## src/rtl/jtag_seq_master.sv

```systemverilog
// jtag_seq_master: bit-banged JTAG initiator, 1..32 TCK pulses per command,
// TMS/TDI driven while TCK is low, TDO captured LSB first at the end of TCK high.
module jtag_seq_master #(
  parameter int TCK_LOW_CYC  = 300000,
  parameter int TCK_HIGH_CYC = 27,
  parameter int MAX_BITS     = 32
) (
  input  logic                sys_clk,
  input  logic                sys_rst_n,
  input  logic                cmd_valid,
  output logic                cmd_ready,
  input  logic [5:0]          cmd_len,
  input  logic [MAX_BITS-1:0] cmd_tms,
  input  logic [MAX_BITS-1:0] cmd_tdi,
  output logic                busy,
  output logic                rsp_valid,
  output logic [MAX_BITS-1:0] rsp_tdo,
  output logic                jtag_clk,
  output logic                jtag_tms,
  output logic                jtag_tdi,
  input  logic                jtag_tdo
);

  localparam int CW = 20;
  localparam int IW = $clog2(MAX_BITS);

  typedef enum logic [1:0] {
    IDLE,
    LOW,
    HIGH,
    DONE
  } state_t;

  state_t              state;
  logic [CW-1:0]       cnt;
  logic [IW-1:0]       idx;
  logic [IW-1:0]       idx_nxt;
  logic [5:0]          len_r;
  logic [5:0]          len_clamp;
  logic                last_bit;
  logic [MAX_BITS-1:0] tms_r;
  logic [MAX_BITS-1:0] tdi_r;
  logic                tdo_meta;
  logic                tdo_sync;

  always_comb begin
    len_clamp = cmd_len;
    if (cmd_len > 6'(MAX_BITS)) len_clamp = 6'(MAX_BITS);
    idx_nxt  = idx + 1'b1;
    last_bit = (6'(idx) + 6'd1) == len_r;
  end

  // TDO is asynchronous to sys_clk
  always_ff @(posedge sys_clk or negedge sys_rst_n) begin
    if (!sys_rst_n) begin
      tdo_meta <= 1'b0;
      tdo_sync <= 1'b0;
    end else begin
      tdo_meta <= jtag_tdo;
      tdo_sync <= tdo_meta;
    end
  end

  always_ff @(posedge sys_clk or negedge sys_rst_n) begin
    if (!sys_rst_n) begin
      state     <= IDLE;
      cnt       <= '0;
      idx       <= '0;
      len_r     <= '0;
      tms_r     <= '0;
      tdi_r     <= '0;
      cmd_ready <= 1'b0;
      busy      <= 1'b0;
      rsp_valid <= 1'b0;
      rsp_tdo   <= '0;
      jtag_clk  <= 1'b0;
      jtag_tms  <= 1'b1;
      jtag_tdi  <= 1'b0;
    end else begin
      unique case (state)
        IDLE: begin
          rsp_valid <= 1'b0;
          busy      <= 1'b0;
          cmd_ready <= 1'b1;
          if (cmd_valid && cmd_ready) begin
            cmd_ready <= 1'b0;
            busy      <= 1'b1;
            len_r     <= len_clamp;
            tms_r     <= cmd_tms;
            tdi_r     <= cmd_tdi;
            rsp_tdo   <= '0;
            idx       <= '0;
            if (len_clamp == 6'd0) begin
              state <= DONE;
            end else begin
              state    <= LOW;
              jtag_tms <= cmd_tms[0];
              jtag_tdi <= cmd_tdi[0];
              cnt      <= CW'(TCK_LOW_CYC - 1);
            end
          end
        end
        LOW: begin
          if (cnt == '0) begin
            state    <= HIGH;
            jtag_clk <= 1'b1;
            cnt      <= CW'(TCK_HIGH_CYC - 1);
          end else begin
            cnt <= cnt - 1'b1;
          end
        end
        HIGH: begin
          if (cnt == '0) begin
            rsp_tdo[idx] <= tdo_sync;
            jtag_clk     <= 1'b0;
            if (last_bit) begin
              state <= DONE;
            end else begin
              state    <= LOW;
              idx      <= idx_nxt;
              jtag_tms <= tms_r[idx_nxt];
              jtag_tdi <= tdi_r[idx_nxt];
              cnt      <= CW'(TCK_LOW_CYC - 1);
            end
          end else begin
            cnt <= cnt - 1'b1;
          end
        end
        DONE: begin
          rsp_valid <= 1'b1;
          state     <= IDLE;
        end
        default: state <= IDLE;
      endcase
    end
  end

endmodule

```

## config.mk

```make
export PLATFORM = sky130hd
export DESIGN_NAME = jtag_seq_master
export DESIGN_NICKNAME = d
export VERILOG_FILES = /design/src/rtl/jtag_seq_master.sv
export SDC_FILE = /design/constraint.sdc
export NUM_CORES = 1
export LEC_CHECK = 0
export ABC_AREA = 1
export BUFFER_PORTS_ARGS = -buffer_cell sky130_fd_sc_hd__buf_2
export CAP_MARGIN = 20
export CORE_AREA = 4 4 157 99
export DETAILED_ROUTE_END_ITERATION = 10
export DIE_AREA = 0 0 161 103
export PLACE_DENSITY = 0.82
export SYNTH_ARGS = -nofsm -noshare
export SYNTH_HDL_FRONTEND = slang
export SYNTH_SLANG_ARGS = --single-unit
```

## constraint.sdc

```tcl
create_clock -name sys_clk -period 3.7 [get_ports sys_clk]
set_clock_uncertainty 0.2 [all_clocks]
set_input_delay 0.74 -clock sys_clk [delete_from_list [all_inputs] [get_ports sys_clk]]
set_output_delay 0.74 -clock sys_clk [all_outputs]
set_load 0.005 [all_outputs]
```

=== Word-level counts from Yosys, hierarchy flattened ===
Index checks and enable logic that the tools add are counted.

* Word-level logic and storage cells: 91
* Register bits: 137
* Input bits: 74
* Output and inout port bits: 38

* Multiplexer cells: 43
* Order comparisons: 4
* Equal/unequal tests: 10
* Reductions and logical operators: 16
* $add $sub $neg: 3

{| class="wikitable"
|+ Operators by type and width
! operator !! number
|-
| 2-to-1 mux 20 bit || 5
|-
| 2-to-1 mux 32 bit || 2
|-
| case mux 32 bit (2 select lines) || 1
|-
| case mux 20 bit (3 select lines) || 1
|-
| bitwise mux 32 bit || 1
|-
| zero test 20 bit || 1
|-
| subtractor 20 x 1 -> 20 bit, second input constant || 1
|-
| 2-to-1 mux 1 bit || 15
|-
| 2-to-1 mux 5 bit || 3
|-
| less-than comparator 5 x 6 -> 1 bit, second input constant || 2
|-
| binary-select mux 1 bit (select 5 bit) || 2
|-
| 2-to-1 mux 2 bit || 5
|-
| != test 2 bit, second input constant || 5
|-
| case mux 5 bit (2 select lines) || 1
|-
| AND reduction 3 bit || 3
|-
| case mux 1 bit (2 select lines) || 4
|-
| case mux 2 bit (4 select lines) || 1
|-
| AND reduction 4 bit || 2
|-
| adder 5 x 1 -> 6 bit, second input constant || 1
|-
| equality test 6 bit || 1
|-
| greater-than comparator 6 bit, second input constant || 1
|-
| zero test 6 bit || 1
|-
| 2-to-1 mux 6 bit || 1
|-
| nonzero test 2 bit || 3
|-
| 11 further kinds || 13
|}

=== Longest topological paths before layout ===
Gate-level depths: netlist of the first run.

* Depth in word-level cells: 7
* Gate-level depth with buffers: 16

=== Least setup slack after synthesis of the first run ===
No wires, ideal clock.

* Path type: reg2reg
* From: reg idx[0]
* To: reg cnt[10]
* Data arrival time: 2080 ps
* Stages on the path, launching flop included: 16
* Path buffers: 3
* Path slack: 1303 ps
* Cell sequence: dfrtp_1 -> buf_4 -> inv_4 -> clkbuf_1 -> ha_1 -> nand2_1 -> nand3_1 -> nor2_1 -> nand2_1 -> nor2_2 -> nand4_2 -> nand2_4 -> inv_2 -> buf_6 -> nand3_1 -> nand2_1

* Longest elaborated chain between the ends: 4

{| class="wikitable"
|+ Ends and longest elaborated chain
! item !! line !! RTL
|-
| from (decl) || 36 || <nowiki>logic [IW-1:0] idx;</nowiki>
|-
| from (signal assigned) || 120 || <nowiki>idx <= idx_nxt;</nowiki>
|-
| adder 5 x 1 -> 6 bit || 50 || <nowiki>last_bit = (6'(idx) + 6'd1) == len_r;</nowiki>
|-
| equality test 6 bit || 50 ||
|-
| != test 3 bit (no line) || -- ||
|-
| AND reduction 4 bit (no line) || -- ||
|-
| to (signal assigned) || 99 || <nowiki>cnt <= CW'(TCK_LOW_CYC - 1);</nowiki>
|-
| to (signal assigned) || 107 || <nowiki>cnt <= CW'(TCK_HIGH_CYC - 1);</nowiki>
|-
| to (signal assigned) || 109 || <nowiki>cnt <= cnt - 1'b1;</nowiki>
|-
| to (decl) || 35 || <nowiki>logic [CW-1:0] cnt;</nowiki>
|}

Every way passes these cells.
A chain may end at the register's enable or synchronous reset.

=== Final worst setup path of the first run ===
* From: reg idx[1]
* To: reg cnt[10]

The elaborated chain is that of the path after synthesis.

==> impl_metrics.ini, run 1 <==
[synth]
synth_xor_area_frac = 0.00805
syn_inst = 1031
synth.distinct_cells = 39
avgSynthCellArea_um2 = 7.39
async_flop_share = 1.00
synth_top_family_by_area = simple AND/OR/NAND/NOR gates
synth_fp_nets = 1116
ys_warn_count = 0
synth_flop_cell = dfrtp_1
synth_adder_area_share = 0.0181
synthTopCellsByArea = dfrtp_1 (45%), nand2_1 (15%), o21ai_0 (6.4%)
yosys.area.top_type = dfrtp_1
synth_most_common_cell = nand2_1
synth_compound_area_frac = 0.133
synth.area.mux_share = 0
synth_edf_count = 0
synth_common_cells = nand2_1 (312), dfrtp_1 (136), nor2_1 (126)
netlist_area_um2 = 7620
synth_top_area_frac = 0.447
seq_area_frac_synth = 0.450
synth-simple-area-share = 0.301
ys_ff_latch = 137

[drt]
viasPerCell = 5.35
wl_per_cell_um = 15.2
route.detailed.drc = 0
route.vias.total = 7147
ant_nets = 0
wl_um = 20400
drtPass1Iterations = 5
drtIter0Drc = 791

[place]
place_congestion = 0.949
io_buffers = 111
dp_hpwl_um = 14100
dp_cells = 1305

[setup_path]
crit_path_max_fanout = 26
worstPathCellList = inv_1, ha_1, inv_1, nand2_1, nand3_1, nor2_1, nand2_1, nor2_2, nand4_2, nand2_4, inv_2, nand3_1, nand2_1
critical-path-top-cell-by-count = nand2_1
critical_path.top_delay_family = simple AND/OR/NAND/NOR gates
r2r_slack_ns = 0.37
cp-start-kind = flip-flop
required_ns = 3.80
crit_type = reg2reg
worst_path_largest_cell_delay_ns = 0.76
critPathBufInv = 3
critPathSlowestCell = ha_1
critPathArrivalTime_ns = 3.43
end_kind = flip-flop

[timing]
drv_slew = 0
finalSetupTns_ns = 0
rsz0062_at_grt = no
setup_viol = 0
final_hold_viol_count = 0
fmax_ghz = 0.300
tightest_slew_ns = 0.829
slew_headroom = 0.448
hold_slack_ns = 0.142
period_minus_slack_ns = 3.33
finalCritPeriodShare = 0.900

[floorplan]
fp-row-count = 34
die-area_um2 = 16600
ioPinCount = 112
core_area_um2 = 14100
die_x_um = 161
die_y_um = 103
initial_core_util = 0.539

[cts]
cts_resized = 0
cts_tree = done
post-cts-setup-buffer-count = 0
insertion_delay_ns = 0.43
cts_made_buffers = 17
clock_path_buffers = 2
clk_pin_slew_ns = 0.06
root_buffer = clkbuf_16
h-tree-depth = 4
cts.sinks = 137
hold_buffers = 0

[grt]
track_usage = 0.254
antenna_found_initial = 1
grt_pass1_wl_um = 33700
overflow = 0
grt_pass1_vias = 6806
grt_start_max_net_pins = 100

[power_and_ir_drop]
p_leak_uw = 0.00445
power.density_nw_per_um2 = 784
ir_drop_mv = 0.459

[layout]
antennaDiodeCount = 0
fin_nets = 1211
fin_cells = 1337
drive_above_1_share = 0.190
syn_to_final_growth_pct = 17.0

[status]
status = complete, no violations

[job]
max_cap_viol_count = 0

[worst_hold_path]
hold_path.class = in2async
[cell families (layout without fill, tap and decap cells)]
logic type	after synthesis	after routing
flops	137	137
fa+ha+maj	11	11
compound gates	172	172
xor+xnor	7	7
buf+inv	162	270
simple gates	542	542
[power breakdown]
part	leakage, uW	total, uW	switching, uW	internal, uW
logic	0.00237	2790	1920	874
clock network	0.000320	1890	701	1190
registers	0.00176	2310	308	2000
[cells in the final DEF, fill, tap and decap left out, types with 13 or more instances in the layout]
cell type  netlist  layout
nand2_1        312     312
dfrtp_1        136     135
nor2_1         126     126
inv_1          113     113
buf_2            9     110
o21ai_0         97      97
nand3_1         63      63
o21ai_2         26      26
a21oi_1         17      17
clkbuf_16        0      17
o211ai_1        16      16
o21ai_1         13      13
[per-stage QoR]
step	instance area [um2]	setup slack (ns)	total power [uW]	util
after floorplan	7620	1.30	4380	-
after global placement	8270	0.543	4960	0.585
after detailed placement	8270	0.493	5030	0.585
after CTS	8920	0.428	6970	0.631
after global routing	8920	0.0325	7530	0.631
final	8920	0.371	6990	0.631
[path summary, 6_finish.rpt]
kind	startpoint	endpoint	cells past startpoint
min in group sys_clk	tdo_meta$_DFF_PN0_	tdo_sync$_DFF_PN0_	0
setup reg to reg	idx[1]$_DFFE_PN0P_	cnt[10]$_DFFE_PN0P_	13
max in group asynchronous	sys_rst_n	rsp_tdo[22]$_DFFE_PN0P_	2
hold reg to reg	tdo_meta$_DFF_PN0_	tdo_sync$_DFF_PN0_	0
setup / recovery	idx[1]$_DFFE_PN0P_	cnt[10]$_DFFE_PN0P_	13
hold / removal	sys_rst_n	tdi_r[13]$_DFFE_PN0P_	1
[flip-flops by register name, indices dropped and copies added, names as in the netlist]
register	cells
jtag_tdi	1
tdi_r	32
busy	1
cmd_ready	1
jtag_tms	1
cnt	20
len_r	6
tms_r	32
idx	5
tdo_meta	1
state	2
tdo_sync	1
rsp_tdo	32
jtag_clk	1
rsp_valid	1
[final cells by class]
type	instances	area (um2)
fill	1222	5210
multi-input combinational	732	3510
sequential	137	3430
timing repair buffer	119	622
clock buffer	20	467
inverter	119	453
tap	198	248
clock inverter	12	184
[routing by layer]
layer | GRT usage | wire length, um | vias up
met5 | 0 | 14 | -
met4 | 0.0898 | 306 | 2
met3 | 0.0643 | 2020 | 39
met2 | 0.367 | 8580 | 351
met1 | 0.374 | 9440 | 3310
li1 | - | - | 3445
No activity file was read; power rests on OpenSTA's default activity.
==> run 2: changes to the inputs <==
--- a/config.mk
+++ b/config.mk
@@ -12,6 +12,7 @@
 export DETAILED_ROUTE_END_ITERATION = 10
 export DIE_AREA = 0 0 161 103
 export PLACE_DENSITY = 0.82
+export SETUP_SLACK_MARGIN = 0.5
 export SYNTH_ARGS = -nofsm -noshare
 export SYNTH_HDL_FRONTEND = slang
 export SYNTH_SLANG_ARGS = --single-unit
==> run 2 against run 1 <==
Net effect:
- via count rose by 0.21%
- worst hold slack improved by 0.0036 ns
- clock power barely moved
- wire length rose by 0.67%
- cell count rose by 0.22%
- sequential share of layout area fell by 0.12 points
- non-clock buffer count rose by 3
- register-to-register slack improved by 0.36 ns
- die area did not move
- critical path type unchanged
==> impl_metrics.ini, run 2 (synthesis gave the netlist of run 1 again) <==
[status]
status = complete, no violations

[layout]
syn_to_final_growth_pct = 17.4
fin_nets = 1214
final_area_um2 = 8950
antennaDiodeCount = 0
fill_cells = 1221
final_common_cell = nand2_1
drive_above_1_share = 0.194
seqCellArea_um2 = 3430
final_cell_mix = nand2_1 (312), dfrtp_1 (135), nor2_1 (126)
largestRegisters = rsp_tdo (32), tdi_r (32), tms_r (32)
finalCoreUtilization = 0.633
multiInputGateArea_um2 = 3520

[power_and_ir_drop]
p_leak_uw = 0.00446
ir_drop_mv = 0.457
power.density_nw_per_um2 = 786

[timing]
rsz0062_at_grt = no
final_hold_viol_count = 0
finalCritPeriodShare = 0.803
tightest_slew_ns = 0.840
finalSetupTns_ns = 0
hold_slack_ns = 0.145
drv_slew = 0
slew_headroom = 0.440
period_minus_slack_ns = 2.97
setup_slack_ns = 0.728
fmax_ghz = 0.336
setup_viol = 0

[cts]
h-tree-depth = 4
insertion_delay_ns = 0.43
clk_pin_slew_ns = 0.06
hold_buffers = 0
cts.sinks = 137
root_buffer = clkbuf_16
clock_path_buffers = 2
cts_tree = done
cts_made_buffers = 17

[grt]
met2_usage = 0.367
overflow = 0
grt_start_max_net_pins = 100
grt.busiest_layer = met1
grt_util_met1 = 0.373
grt_pass1_wl_um = 33700
grtUsageMet3 = 0.0643
antenna_found_initial = 1
grt_pass1_vias = 6807
track_usage = 0.254

[floorplan]
die-area_um2 = 16600
core_area_um2 = 14100
die_x_um = 161
fp-row-count = 34
die_y_um = 103
initial_core_util = 0.539
ioPinCount = 112

[drt]
viasPerCell = 5.34
drtIter0Drc = 773
drtPass1Iterations = 5
wl_um = 20500
route.detailed.drc = 0
route.vias.total = 7162
ant_nets = 0
wl_per_cell_um = 15.3

[setup_path]
crit_type = reg2reg
end_kind = flip-flop
crit_path_max_fanout = 55
required_ns = 3.80
r2r_cells = 14
cp-start-kind = flip-flop
cp-startpoint = idx[0]$_DFFE_PN0P_
timing.rr.end = cnt[10]$_DFFE_PN0P_
cp-endpoint = cnt[10]$_DFFE_PN0P_
r2r-start = idx[0]$_DFFE_PN0P_
critPathArrivalTime_ns = 3.07
r2r_slack_ns = 0.73

[job]
max_cap_viol_count = 0

[worst_hold_path]
hold_path.class = in2async

[place]
io_buffers = 111
preCtsSetupSlack_ns = 0.493
placed_cell_area_um2 = 8270
dp_hpwl_um = 14100
place_congestion = 0.949
## run 2: repair_timing
| action | in CTS | in global routing |
|---|---|---|
| gates resized for setup | 1 | 1 |
| endpoints found under the setup margin | 8 | 10 |
| setup buffers | 0 | 3 |
## run 2: layout make-up
cell class / instances / share of cell area
inverters: 119 / 0.0510
well taps: 198 / 0.0277
repair buffers: 122 / 0.0720
clock buffers: 20 / 0.0522
flip-flops and latches: 137 / 0.383
clock inverters: 12 / 0.0206
multi-input cells: 732 / 0.393
## run 2: worst min-delay path by stage
stage	startpoint	to	slack [ns]
after floorplan	tdo_meta$_DFF_PN0_	tdo_sync$_DFF_PN0_	0.13
after global placement	tdo_meta$_DFF_PN0_	tdo_sync$_DFF_PN0_	0.15
after detailed placement	tdo_meta$_DFF_PN0_	tdo_sync$_DFF_PN0_	0.16
after CTS	tdo_meta$_DFF_PN0_	tdo_sync$_DFF_PN0_	0.17
after global routing	tdo_meta$_DFF_PN0_	tdo_sync$_DFF_PN0_	0.18
final	sys_rst_n	tdi_r[13]$_DFFE_PN0P_	0.15
## run 2: per-layer routing
metal	wire length, um	share of wire
met5	14	0.00068
met4	365	0.018
met3	2190	0.11
met2	8630	0.42
met1	9300	0.45
## run 2: where the power goes
part	internal (uW)	switching (uW)	total, uW
combinational	902	1930	2830
sequential	2000	308	2310
clock	1190	699	1890
## run 2: critical path, cell delays in order (launching register included)
cell and delay, ns:
dfrtp_2 0.42, buf_4 0.30, ha_1 0.31, inv_1 0.21
nand2_2 0.12, nand2_4 0.15, nand2_1 0.06, nand2_1 0.07
nand2_1 0.06, nor2_2 0.12, nand4_2 0.11, nand2_4 0.24
inv_2 0.21, nand3_1 0.13, nand2_1 0.10
## run 2: metrics by stage
stage / std cells / power, uW
floorplan: 1031 / 4380
global placement: 1305 / 4960
detailed placement: 1305 / 5030
CTS: 1337 / 6970
global route: 1340 / 7580
finish: 1340 / 7030
